==> config.mk <==
export PLATFORM = sky130hd
export DESIGN_NAME = instruction_fetch_unit
export DESIGN_NICKNAME = d
export VERILOG_FILES = /design/src/rtl/instruction_fetch_unit.sv
export SDC_FILE = /design/constraint.sdc
export NUM_CORES = 1
export LEC_CHECK = 0
export BUFFER_PORTS_ARGS = -buffer_cell sky130_fd_sc_hd__buf_2
export CORE_ASPECT_RATIO = 0.7
export CORE_MARGIN = 2
export CORE_UTILIZATION = 49
export DETAILED_ROUTE_END_ITERATION = 6
export GPL_TIMING_DRIVEN = 0
export PLACE_DENSITY = 0.77
export SYNTH_ARGS = -nofsm -noshare
export SYNTH_HDL_FRONTEND = slang
export SYNTH_SLANG_ARGS = --single-unit
==> constraint.sdc <==
create_clock -name clk -period 2.1 [get_ports clk]
set_input_delay 0.21 -clock clk [delete_from_list [all_inputs] [get_ports clk]]
set_output_delay 0.21 -clock clk [all_outputs]
set_load 0.01 [all_outputs]
==> src/rtl/instruction_fetch_unit.sv <==
// Fetch front-end: issues sequential fetches with one request outstanding, buffers
// {pc, instruction} pairs for decode, and handles branch/jump redirect with flush.
module instruction_fetch_unit #(
   parameter int unsigned           ADDR_WIDTH  = 32,
   parameter int unsigned           INSTR_WIDTH = 32,
   parameter int unsigned           PC_STEP     = 4,
   parameter logic [ADDR_WIDTH-1:0] RESET_PC    = '0,
   parameter int unsigned           FIFO_DEPTH  = 2
) (
   input  logic                          clk,
   input  logic                          reset,
   output logic                          imem_req,
   output logic [ADDR_WIDTH-1:0]         imem_addr,
   input  logic                          imem_rvalid,
   input  logic [INSTR_WIDTH-1:0]        imem_rdata,
   input  logic                          redirect_valid,
   input  logic [ADDR_WIDTH-1:0]         redirect_pc,
   output logic                          instr_valid,
   input  logic                          instr_ready,
   output logic [INSTR_WIDTH-1:0]        instr_data,
   output logic [ADDR_WIDTH-1:0]         instr_pc,
   output logic [$clog2(FIFO_DEPTH):0]   fifo_count
);

   localparam int unsigned           PTR_W      = $clog2(FIFO_DEPTH);
   localparam int unsigned           CNT_W      = $clog2(FIFO_DEPTH) + 1;
   localparam logic [ADDR_WIDTH-1:0] STEP       = ADDR_WIDTH'(PC_STEP);
   localparam logic [ADDR_WIDTH-1:0] ALIGN_MASK = ~(STEP - ADDR_WIDTH'(1));
   localparam logic [CNT_W-1:0]      DEPTH      = CNT_W'(FIFO_DEPTH);

   typedef enum logic [1:0] {StReq, StWait, StDiscard} state_t;

   state_t                  state_q, state_d;
   logic [ADDR_WIDTH-1:0]   fetch_pc_q, fetch_pc_d;
   logic [ADDR_WIDTH-1:0]   req_pc_q, req_pc_d;
   logic [PTR_W-1:0]        wr_ptr_q, wr_ptr_d;
   logic [PTR_W-1:0]        rd_ptr_q, rd_ptr_d;
   logic [CNT_W-1:0]        count_q, count_d;
   logic                    stale_resp_q;
   logic [ADDR_WIDTH-1:0]   pc_mem_q   [FIFO_DEPTH];
   logic [INSTR_WIDTH-1:0]  data_mem_q [FIFO_DEPTH];

   logic full;
   logic issue;
   logic push;
   logic pop;

   // Issue only with a free slot already in hand; a same-cycle pop does not count.
   // Gating with reset keeps the request low while reset is held.
   always_comb begin
      full  = (count_q == DEPTH);
      issue = (state_q == StReq) && !full && !redirect_valid && reset;
      push  = (state_q == StWait) && imem_rvalid && !redirect_valid;
      pop   = (count_q != '0) && instr_ready;
   end

   // FSM state register
   always_ff @(posedge clk or negedge reset) begin
      if (!reset) begin
         state_q <= StReq;
      end else begin
         state_q <= state_d;
      end
   end

   // FSM next state; a redirect while waiting turns the outstanding response into a discard
   always_comb begin
      state_d = state_q;
      unique case (state_q)
         StReq: begin
            if (issue) state_d = StWait;
         end
         StWait: begin
            if (imem_rvalid)         state_d = StReq;
            else if (redirect_valid) state_d = StDiscard;
         end
         StDiscard: begin
            if (imem_rvalid) state_d = StReq;
         end
         default: state_d = StReq;
      endcase
   end

   // FSM / datapath outputs
   always_comb begin
      imem_req    = issue;
      imem_addr   = issue ? fetch_pc_q : '0;
      instr_valid = (count_q != '0);
      instr_data  = data_mem_q[rd_ptr_q];
      instr_pc    = pc_mem_q[rd_ptr_q];
      fifo_count  = count_q;
   end

   always_comb begin
      fetch_pc_d = fetch_pc_q;
      req_pc_d   = req_pc_q;
      if (redirect_valid) begin
         fetch_pc_d = redirect_pc & ALIGN_MASK;
      end else if (issue) begin
         fetch_pc_d = fetch_pc_q + STEP;
      end
      if (issue) req_pc_d = fetch_pc_q;
   end

   // Redirect wins over any push/pop: the buffer is simply emptied.
   always_comb begin
      wr_ptr_d = wr_ptr_q;
      rd_ptr_d = rd_ptr_q;
      count_d  = count_q;
      if (redirect_valid) begin
         wr_ptr_d = '0;
         rd_ptr_d = '0;
         count_d  = '0;
      end else begin
         if (push) wr_ptr_d = wr_ptr_q + PTR_W'(1);
         if (pop)  rd_ptr_d = rd_ptr_q + PTR_W'(1);
         if (push && !pop)      count_d = count_q + CNT_W'(1);
         else if (!push && pop) count_d = count_q - CNT_W'(1);
      end
   end

   always_ff @(posedge clk or negedge reset) begin
      if (!reset) begin
         fetch_pc_q <= RESET_PC;
         req_pc_q   <= '0;
         wr_ptr_q   <= '0;
         rd_ptr_q   <= '0;
         count_q    <= '0;
      end else begin
         fetch_pc_q <= fetch_pc_d;
         req_pc_q   <= req_pc_d;
         wr_ptr_q   <= wr_ptr_d;
         rd_ptr_q   <= rd_ptr_d;
         count_q    <= count_d;
      end
   end

   always_ff @(posedge clk or negedge reset) begin
      if (!reset) begin
         for (int i = 0; i < FIFO_DEPTH; i++) begin
            pc_mem_q[i]   <= '0;
            data_mem_q[i] <= '0;
         end
      end else if (push) begin
         pc_mem_q[wr_ptr_q]   <= req_pc_q;
         data_mem_q[wr_ptr_q] <= imem_rdata;
      end
   end

   // A response orphaned by reset may still land once; only that one is tolerated in REQ.
   always_ff @(posedge clk or negedge reset) begin
      if (!reset) begin
         stale_resp_q <= 1'b1;
      end else if (imem_rvalid) begin
         stale_resp_q <= 1'b0;
      end
   end

   a_no_overflow: assert property (@(posedge clk) disable iff (!reset)
      !(push && full && !pop));

   a_no_rvalid_in_req: assert property (@(posedge clk) disable iff (!reset)
      !(imem_rvalid && (state_q == StReq) && !stale_resp_q));

endmodule
==> results.txt, run 1 <==
Status: finished, violations left
Failing checks: hold timing, setup timing
CTS sink count: 190
Share of cells above drive strength 1: 54.0%
F_max: 0.447 GHz
CP bufs+invs: 3
First-pass GRT wire length: 36.8 mm
Final hold viol count: 93
Critical Path Slowest Stage Cell: or4b_4
Full die area: 19000 sq um
Worst-path fanout max: 6
Final worst path period share: 107%
DRC viols: 0
Root buffer selected by CTS: clkbuf_16
Critical Path RT: 2.47 ns
Commonest cells post-synth: 190 x dfrtp_1, 188 x mux2_2, 49 x nand2_1
Netlist Area Pre-Place: 8760 sq um
# rows: 40
GRT Total Usage: 25.5%
Mean Syn Cell Area: 12.4 sq um
Area grow syn2layout: 33.2%
Synth warnings: 0
Top post-synthesis cells by area: dfrtp_1 54%, mux2_2 24%, nand2_1 2.1%
Die Width: 164 um
H-tree levels: 4
Post-synth top flop: dfrtp_1
Slew Limit Fails: 0
Worst Path Arrival: 2.60 ns
R2r setup slk: -0.14 ns
Number of flops mapped to enable cells by yosys: 0
Slew HR: 52.5%
Most common cell in the netlist: dfrtp_1
RSZ-0062 raised after global routing: yes
Routed Antenna Nets: 0
Maximum buffer depth of the clock tree: 2
# nets final: 1018
Worst Hold Class: primary input to async pin
Met2 Resource Use GR: 37.8%
Crit path launch type: flop
Synth cell types: 48
Initial antenna violation count: 3
Chip Height: 116 um
Clock transition at path regs: 0.07 ns
Cell area after layout: 11700 sq um
Drt pass-1 iters: 5
Peak supply drop: 589 uV
Drt first-iter violations: 562
Vias post-DR: 6931
Register bit total from synthesis: 190
Actual slew at the worst max-slew pin: 0.707 ns
TritonCTS Buffers: 17
Cell taking the most area after synthesis: dfrtp_1
RD Place Congestion: 0.918
PortBufs: 162
Hold slack: -0.360 ns
Starting Density: 50.6%
Place WS: -1.11 ns
HPWL after detailed placement: 15.6 mm
Total grt overflow: 0
Cells after Synth: 707
Avg WL per Cell: 20.2 um
Final wirelength: 24.1 mm
CP Class: flop to flop
Number of max-cap violations: 0
Final number of setup-violating endpoints: 41
Critical path's largest stage delay: 0.53 ns
Leak Pwr: 5.76 nW
Post-synth top area share: 54.3%
Post-synthesis async set-or-reset flop share: 100%
Crit-path cells: or4b_4 > buf_12 > buf_8 > nor4_4 > buf_4 > or4b_1 > nand3_1
TritonCTS clock tree: built
Setup crit end kind: flop
Met3 usage: 8.66%
Worst Skew: 0.00577 ns
Seq/Total Area, Yosys: 54.3%
PwrDens: 982 nW/um^2
Fin crit period: 2.24 ns
Delay-heaviest family, CP: simple AND/OR/NAND/NOR gates
Top Ports: 169
Grt peak-use layer: met2
Placed Instance Area: 9910 sq um
Vias per std cell: 5.80
Largest net degree at the start of global routing: 51
Vias in the first global route: 6675
Worst-skew pair later-pin latency: 0.43 ns
GR Util met1: 36.6%
Hold_buf cts: 8
Core Box Area: 17300 sq um
Worst Slack Setup Final: -0.139 ns
-- cell families (layout without fill, tap and decap cells) --
kind of cell	count (synthesis)	count (layout)	synth area share, %
AOI/OAI and AO/OA	92	92	7.65
adders and majority gates	1	1	0.143
xor gates and xnor gates	4	4	0.400
muxes	188	188	24.2
DFF	190	190	54.3
and+or+nand+nor	166	166	10.3
buffers and inverters	65	316	3.07
other	1	6	0.0428
-- area by class of cell --
cell class	instances	area, sq um
Clock buffer	19	443
Timing Repair Buffer	222	1620
Tap cell	231	289
Sequential cell	190	4760
Multi-Input combinational cell	455	4000
Antenna cell	2	5.00
Inverter	21	81.3
Clock inverter	13	185
Fill cell	1258	5650
Buffer	41	287
-- cells in the final DEF (no fill, tap or decap), types with 9 or more instances in the layout --
master	synthesis	routed
o21ai_0	17	16
nor2_1	13	9
buf_2	8	145
nand2_1	49	42
clkbuf_1	27	10
clkbuf_16	0	18
a21o_1	23	23
nand4_1	13	13
nand3_1	17	15
buf_6	0	30
clkbuf_4	0	10
inv_1	21	15
buf_4	4	46
dfrtp_1	190	188
and3_4	0	15
mux2_2	188	188
-- worst paths after layout --
kind                                startpoint        endpoint  depth (start not counted)
worst min register to register    pc_mem_q[18]    pc_mem_q[18]                          1
min in group clk                redirect_pc[5]   fetch_pc_q[5]                          2
worst max register to register      state_q[1]  fetch_pc_q[22]                          7
max in group asynchronous                reset    pc_mem_q[22]                          3
worst min-delay path                     reset    pc_mem_q[63]                          1
worst max-delay path                state_q[1]  fetch_pc_q[22]                          7
-- timing repair --
item,in CTS,in global routing
gates resized for setup,89,87
hold endpoints to repair,147,93
endpoints found under the setup margin,273,188
cloned,3,1
buffers inserted,24,23
pin swaps,8,5
-- metal layers --
metal | wire length, um | share of wire (%)
met5 | 7 | 0.029
met2 | 10700 | 44
met1 | 10600 | 44
met4 | 424 | 1.8
met3 | 2320 | 9.6
-- flip-flops by register name, indices dropped and copies added, names as in the netlist --
signal and cells:
pc_mem_q 60, state_q 2, req_pc_q 30, wr_ptr_q 1, fetch_pc_q 30, rd_ptr_q 1
data_mem_q 64, fifo_count 2
-- report_power, final --
part	total [W]	switching [W]	internal (W)
clock network	0.00347	0.00143	0.00203
logic	0.00292	0.00128	0.00164
registers	0.00507	0.000539	0.00453
-- per-stage QoR --
stage | cells | total power (W) | utilization, % | TNS (ns) | hold WS (ns)
after floorplan | 710 | 0.00669 | - | 0 | -0.0856
after global placement | 1103 | 0.00765 | 57.0 | -780.82 | 0.396
after detailed placement | 1104 | 0.00776 | 57.2 | -120.98 | 0.273
after CTS | 1169 | 0.0114 | 64.6 | -0.776 | -0.363
after global routing | 1192 | 0.0120 | 67.4 | -5.92 | -0.357
final | 1194 | 0.0115 | 67.4 | -2.22 | -0.360
No activity file was read; power rests on OpenSTA's default activity.
==> run 2: changes to the inputs <==
CTS_BUF_LIST = sky130_fd_sc_hd__clkbuf_8   (was default)
==> run 2 against run 1 <==
Compared with the run above: the flow still finishes with violations (hold timing, setup timing); global-route usage is 1.7 points higher; hold slack better by 0.17 ns; setup slack lost 0.043 ns.
==> results.txt, run 2 (synthesized netlist as in run 1, its figures left out) <==
Status: finished, violations left (unchanged)
Failing checks: hold timing, setup timing (unchanged)
Final core occ: 70.3% (was 67.4%)
# rows: 40 (unchanged)
Vias per std cell: 5.76 (was 5.80)
CP Class: flop to output pin (was flop to flop)
Vias post-DR: 7216 (was 6931)
Clock transition at path regs: 0.09 ns (was 0.07 ns)
Top Ports: 169 (unchanged)
Worst Slack Setup Final: -0.182 ns (was -0.139 ns)
CP bufs+invs: 2 (was 3)
H-tree levels: 4 (unchanged)
Total grt overflow: 0 (unchanged)
Final hold viol count: 48 (was 93)
RSZ-0062 raised after global routing: yes (unchanged)
Hold slack: -0.189 ns (was -0.360 ns)
Worst Hold Class: primary input to async pin (unchanged)
Commonest non-fill, non-tap cells in the layout: 188 x mux2_2, 180 x dfrtp_1, 143 x buf_2 (was 188 x mux2_2, 188 x dfrtp_1, 145 x buf_2)
Fin crit period: 2.28 ns (was 2.24 ns)
Final number of setup-violating endpoints: 38 (was 41)
HPWL after detailed placement: 15.6 mm (unchanged)
Placed cells: 1104 (unchanged)
Commonest non-fill, non-tap cell in the layout: mux2_2
Initial antenna violation count: 3 (unchanged)
Worst-skew pair later-pin latency: 0.48 ns (was 0.43 ns)
Drt first-iter violations: 738 (was 562)
Avg WL per Cell: 20.2 um (about the same)
Worst Skew: 0.0143 ns (was 0.00577 ns)
Final wirelength: 25.4 mm (was 24.1 mm)
Critical Path RT: 1.89 ns (was 2.47 ns)
Max FFs per register: 64 (unchanged)
Tot Pwr: 0.0108 W (was 0.0115 W)
Delay-heaviest family, CP: simple AND/OR/NAND/NOR gates (unchanged)
F_max: 0.438 GHz (was 0.447 GHz)
Vias in the first global route: 7183 (was 6675)
DRC viols: 0 (unchanged)
Critical path's largest stage delay: 0.54 ns (was 0.53 ns)
Area grow syn2layout: 39.0% (was 33.2%)
Leak Pwr: 6.00 nW (was 5.76 nW)
Starting Density: 50.6% (unchanged)
# nets final: 1077 (was 1018)
Setup crit end kind: output pin (was flop)
Worst Path Arrival: 2.07 ns (was 2.60 ns)
CTS sink count: 190 (unchanged)
Hold_buf cts: 56 (was 8)
Full die area: 19000 sq um (unchanged)
Routed Antenna Nets: 0 (unchanged)
GRT Total Usage: 27.2% (was 25.5%)
TritonCTS clock tree: built (unchanged)
PwrDens: 888 nW/um^2 (was 982 nW/um^2)
Actual slew at the worst max-slew pin: 0.737 ns (was 0.707 ns)
Crit path launch type: flop (unchanged)
Final worst path period share: 109% (was 107%)
Number of max-cap violations: 0 (unchanged)
Biggest register: data_mem_q (unchanged)
Drt pass-1 iters: 5 (unchanged)
First-pass GRT wire length: 39.1 mm (was 36.8 mm)
Chip Height: 116 um (unchanged)
TritonCTS Buffers: 17 (unchanged)
Crit-path cells: or4b_4 > buf_8 > nor3_4 > buf_2 (was or4b_4 > buf_12 > buf_8 > nor4_4 > buf_4 > or4b_1 > nand3_1)
Placed Instance Area: 9910 sq um (unchanged)
Cell area after layout: 12200 sq um (was 11700 sq um)
Die Width: 164 um (unchanged)
Slew Limit Fails: 0 (unchanged)
PortBufs: 162 (unchanged)
Peak supply drop: 555 uV (was 589 uV)
Critical Path Slowest Stage Cell: or4b_4 (unchanged)
Maximum buffer depth of the clock tree: 2 (unchanged)
Core Box Area: 17300 sq um (unchanged)
Share of cells above drive strength 1: 54.1% (was 54.0%)
Worst-path fanout max: 5 (was 6)
Layout Cells excl Fill: 1253 (was 1194)
Slew HR: 50.5% (was 52.5%)
Top flop regs: data_mem_q (64), pc_mem_q (60) (unchanged)
Root buffer selected by CTS: clkbuf_8 (was clkbuf_16)
Largest net degree at the start of global routing: 51 (unchanged)
RD Place Congestion: 0.918 (unchanged)
[run 2: changes by cell type in the layout (fill, tap and decap cells not counted), moves of 6 or more]
cell           previous run  this run
buf_4                    46        57
clkbuf_16                18         1
clkbuf_2                  2         9
clkbuf_4                 10         4
clkbuf_8                  1        18
dfrtp_1                 188       180
dfrtp_2                   2        10
dlygate4sd3_1             7        51
[run 2: layer usage]
| metal | track usage, % | vias to the layer above | wire [um] | share of wire, % |
|---|---|---|---|---|
| met3 | 9.09 | 70 | 2540 | 10 |
| met1 | 38.1 | 3570 | 10900 | 43 |
| li1 | - | 3189 | - | - |
| met2 | 40.6 | 385 | 11300 | 45 |
| met4 | 7.84 | 2 | 635 | 2.5 |
| met5 | 0 | - | 11 | 0.043 |
[run 2: where the power goes]
| group | switching (W) | total, W | internal, W |
|---|---|---|---|
| logic | 0.00132 | 0.00306 | 0.00174 |
| registers | 0.000555 | 0.00508 | 0.00452 |
| clock network | 0.00135 | 0.00268 | 0.00133 |
| total | 0.00322 | 0.0108 | 0.00760 |
[run 2: tightest hold or removal path: stages]
cell and delay, ns:
buf_16 0.10, buf_16 0.12, buf_16 0.23
[run 2: area by class of cell]
type | count | area (sq um)
plain buffers | 41 | 297
flip-flops and latches | 190 | 4770
repair buffers | 281 | 2240
diodes | 2 | 5.00
inverters | 21 | 81.3
clock buffers | 18 | 248
well taps | 231 | 289
multi-input cells | 455 | 4060
clock inverters | 14 | 189
fillers | 1202 | 5140
[run 2: final timing paths]
path,end,startpoint,slack [ns],cells past startpoint
max in group asynchronous,rd_ptr_q,reset,1.26,4
worst max-delay path,imem_addr[28],state_q[0],-0.18,4
worst min-delay path,fetch_pc_q[16],reset,-0.19,3
worst max register to register,fetch_pc_q[22],state_q[0],-0.12,6
min in group clk,fetch_pc_q[20],redirect_pc[20],0.02,3
worst min register to register,req_pc_q[28],req_pc_q[28],0.50,1
[run 2: through the flow]
step	setup TNS, ns	setup WS, ns
floorplan	0	0.0749
global placement	-780.82	-3.58
detailed placement	-120.98	-1.11
CTS	-2.61	-0.206
global route	-5.40	-0.225
finish	-2.58	-0.182
[run 2: timing repair]
| item | 4_1_cts | 5_1_grt |
|---|---|---|
| gates resized for setup | 132 | 54 |
| buffers inserted | 42 | 15 |
| cloned | 5 | 0 |
| endpoints found under the setup margin | 273 | 144 |
| endpoints found under the hold margin | 221 | 48 |
| pin swaps | 9 | 9 |
==> run 3: changes to the inputs <==
SKIP_LAST_GASP = 1   (was default)
==> run 3 against run 2 <==
Compared with the run above: the flow still finishes with violations (hold timing, setup timing); final area grew 0.29%; first-iteration DRC count decreased by 7.0%; count of clock-buffer cells in the layout did not move; setup slack improved by 0.011 ns; register-to-register slack worse by 0.02 ns; highest routed layer unchanged; non-clock buffer count is 8 higher; combinational power barely moved; clock power hardly changed; final cell count grew 0.64%; maximum frequency is 0.49% higher; wire length increased by 1.0%; critical path type unchanged; global-route usage hardly changed.
==> results.txt, run 3 (synthesized netlist as in run 1, its figures left out) <==
Top flop regs: data_mem_q (64), pc_mem_q (60) (unchanged)
Chip Height: 116 um (unchanged)
Starting Density: 50.6% (unchanged)
H-tree levels: 4 (unchanged)
Final worst path period share: 108% (was 109%)
Layout fillers: 1197 (was 1202)
Avg WL per Cell: 20.3 um (was 20.2 um)
Crit-path cells: or4b_4 > buf_8 > nor3_4 > buf_2 (unchanged)
Place WS: -1.11 ns (unchanged)
Switch Pwr: 0.00322 W (about the same)
Core Box Area: 17300 sq um (unchanged)
Failing checks: hold timing, setup timing (unchanged)
Worst Slack Setup Final: -0.171 ns (was -0.182 ns)
Vias in the first global route: 7181 (was 7183)
Critical path's largest stage delay: 0.54 ns (about the same)
PwrDens: 886 nW/um^2 (was 888 nW/um^2)
Clock power share: 24.7% (was 24.8%)
Top Ports: 169 (unchanged)
TritonCTS Buffers: 17 (unchanged)
Worst-skew pair later-pin latency: 0.48 ns (about the same)
Routed Antenna Nets: 0 (unchanged)
F_max: 0.440 GHz (was 0.438 GHz)
Final wirelength: 25.6 mm (was 25.4 mm)
Largest net degree at the start of global routing: 51 (unchanged)
Maximum buffer depth of the clock tree: 2 (unchanged)
Final number of setup-violating endpoints: 37 (was 38)
Worst-path fanout max: 5 (unchanged)
Max FFs per register: 64 (unchanged)
TritonCTS clock tree: built (unchanged)
PortBufs: 162 (unchanged)
Initial antenna violation count: 3 (unchanged)
Commonest non-fill, non-tap cell in the layout: mux2_2 (unchanged)
Worst Path Arrival: 2.06 ns (was 2.07 ns)
Peak supply drop: 555 uV (about the same)
GRT Total Usage: 27.1% (was 27.2%)
DRC viols: 0 (unchanged)
# nets final: 1085 (was 1077)
Leak Pwr: 6.04 nW (was 6.00 nW)
Actual slew at the worst max-slew pin: 0.716 ns (was 0.737 ns)
Critical Path Slowest Stage Cell: or4b_4 (unchanged)
RD Place Congestion: 0.918 (unchanged)
Final hold viol count: 48 (unchanged)
Root buffer selected by CTS: clkbuf_8 (unchanged)
CP Class: flop to output pin (unchanged)
Switching share of power: 29.8% (about the same)
# rows: 40 (unchanged)
Share of power burned in registers: 47.0% (was 46.9%)
Cell area after layout: 12200 sq um (about the same)
Hold slack: -0.179 ns (was -0.189 ns)
RSZ-0062 raised after global routing: yes (unchanged)
Setup crit end kind: output pin (unchanged)
Hold_buf cts: 56 (unchanged)
HPWL after detailed placement: 15.6 mm (unchanged)
Comb pwr share: 28.3% (about the same)
Drt first-iter violations: 686 (was 738)
Worst Skew: 0.0177 ns (was 0.0143 ns)
Fin crit period: 2.27 ns (was 2.28 ns)
Status: finished, violations left (unchanged)
Drt pass-1 iters: 7 (was 5)
Commonest non-fill, non-tap cells in the layout: 188 x mux2_2, 180 x dfrtp_1, 142 x buf_2 (was 188 x mux2_2, 180 x dfrtp_1, 143 x buf_2)
Int Pwr: 0.00760 W (about the same)
Worst Hold Class: primary input to async pin (unchanged)
Crit path launch type: flop (unchanged)
Total grt overflow: 0 (unchanged)
First-pass GRT wire length: 39.0 mm (was 39.1 mm)
Full die area: 19000 sq um (unchanged)
Vias post-DR: 7220 (was 7216)
Biggest register: data_mem_q (unchanged)
Slew Limit Fails: 0 (unchanged)
Area grow syn2layout: 39.4% (was 39.0%)
Die Width: 164 um (unchanged)
Clock transition at path regs: 0.09 ns (about the same)
Critical Path RT: 1.89 ns (about the same)
Share of cells above drive strength 1: 54.0% (was 54.1%)
Placed Instance Area: 9910 sq um (unchanged)
CTS sink count: 190 (unchanged)
Vias per std cell: 5.73 (was 5.76)
Number of max-cap violations: 0 (unchanged)
Slew HR: 51.9% (was 50.5%)
==> run 3: cell types whose count changed in the layout (fill, tap and decap cells not counted), sizes merged <==
cell    delta
clkbuf     +1
buf        +7
==> run 3: layout make-up <==
| cell class | count | area (sq um) | share of cell area (%) |
|---|---|---|---|
| antenna | 2 | 5.00 | 0.0410 |
| buffer | 41 | 287 | 2.35 |
| clock buffer | 18 | 248 | 2.03 |
| clock inverter | 14 | 189 | 1.55 |
| inverter | 21 | 81.3 | 0.666 |
| multi-input combinational | 455 | 4050 | 33.1 |
| sequential | 190 | 4770 | 39.0 |
| tap | 231 | 289 | 2.37 |
| timing repair buffer | 289 | 2300 | 18.9 |
==> run 3: repair_timing <==
action,CTS,global route
endpoints found under the setup margin,273,145
pin swaps,9,10
gates cloned,5,0
setup buffers,42,23
resized for setup,128,49
endpoints found under the hold margin,221,48
==> run 3: final timing paths <==
check                                      from             end  slack (ns)  cells past startpoint
worst min register to register     req_pc_q[28]    req_pc_q[28]        0.50                      1
worst min-delay path                      reset  fetch_pc_q[16]       -0.18                      3
worst max-delay path                 state_q[0]   imem_addr[30]       -0.17                      4
worst max register to register       state_q[0]  fetch_pc_q[22]       -0.14                      6
min in group clk                redirect_pc[20]  fetch_pc_q[20]        0.02                      3
max in group asynchronous                 reset        rd_ptr_q        1.25                      4
==> run 3: critical path, delay by kind of cell (launching register included) <==
kind / cells / cell delay (ns)
flops: 1 / 0.45
buf+inv: 2 / 0.36
simple gates: 2 / 0.77
==> run 3: power by group through the flow <==
stage	clock (W)	combinational, W	sequential (W)
2_1_floorplan	0	0.00176	0.00493
3_3_place_gp	0	0.00259	0.00506
3_5_place_dp	0	0.00266	0.00510
4_1_cts	0.00271	0.00299	0.00505
5_1_grt	0.00288	0.00331	0.00519
6_report	0.00267	0.00307	0.00508
==> run 3: through the flow <==
stage / instances / total power [W] / TNS (ns) / util (%)
finish: 1261 / 0.0108 / -3.80 / 70.5
floorplan: 710 / 0.00669 / 0 / -
detailed placement: 1104 / 0.00776 / -120.98 / 57.2
global placement: 1103 / 0.00765 / -780.82 / 57.0
CTS: 1237 / 0.0107 / -2.70 / 68.8
global route: 1260 / 0.0114 / -8.08 / 70.5
==> run 3: metal layers <==
metal  share of wire, %  track usage [%]
met3                9.9             9.13
met1                 43             37.8
met5              0.043                0
met4                2.5             7.72
met2                 45             40.8
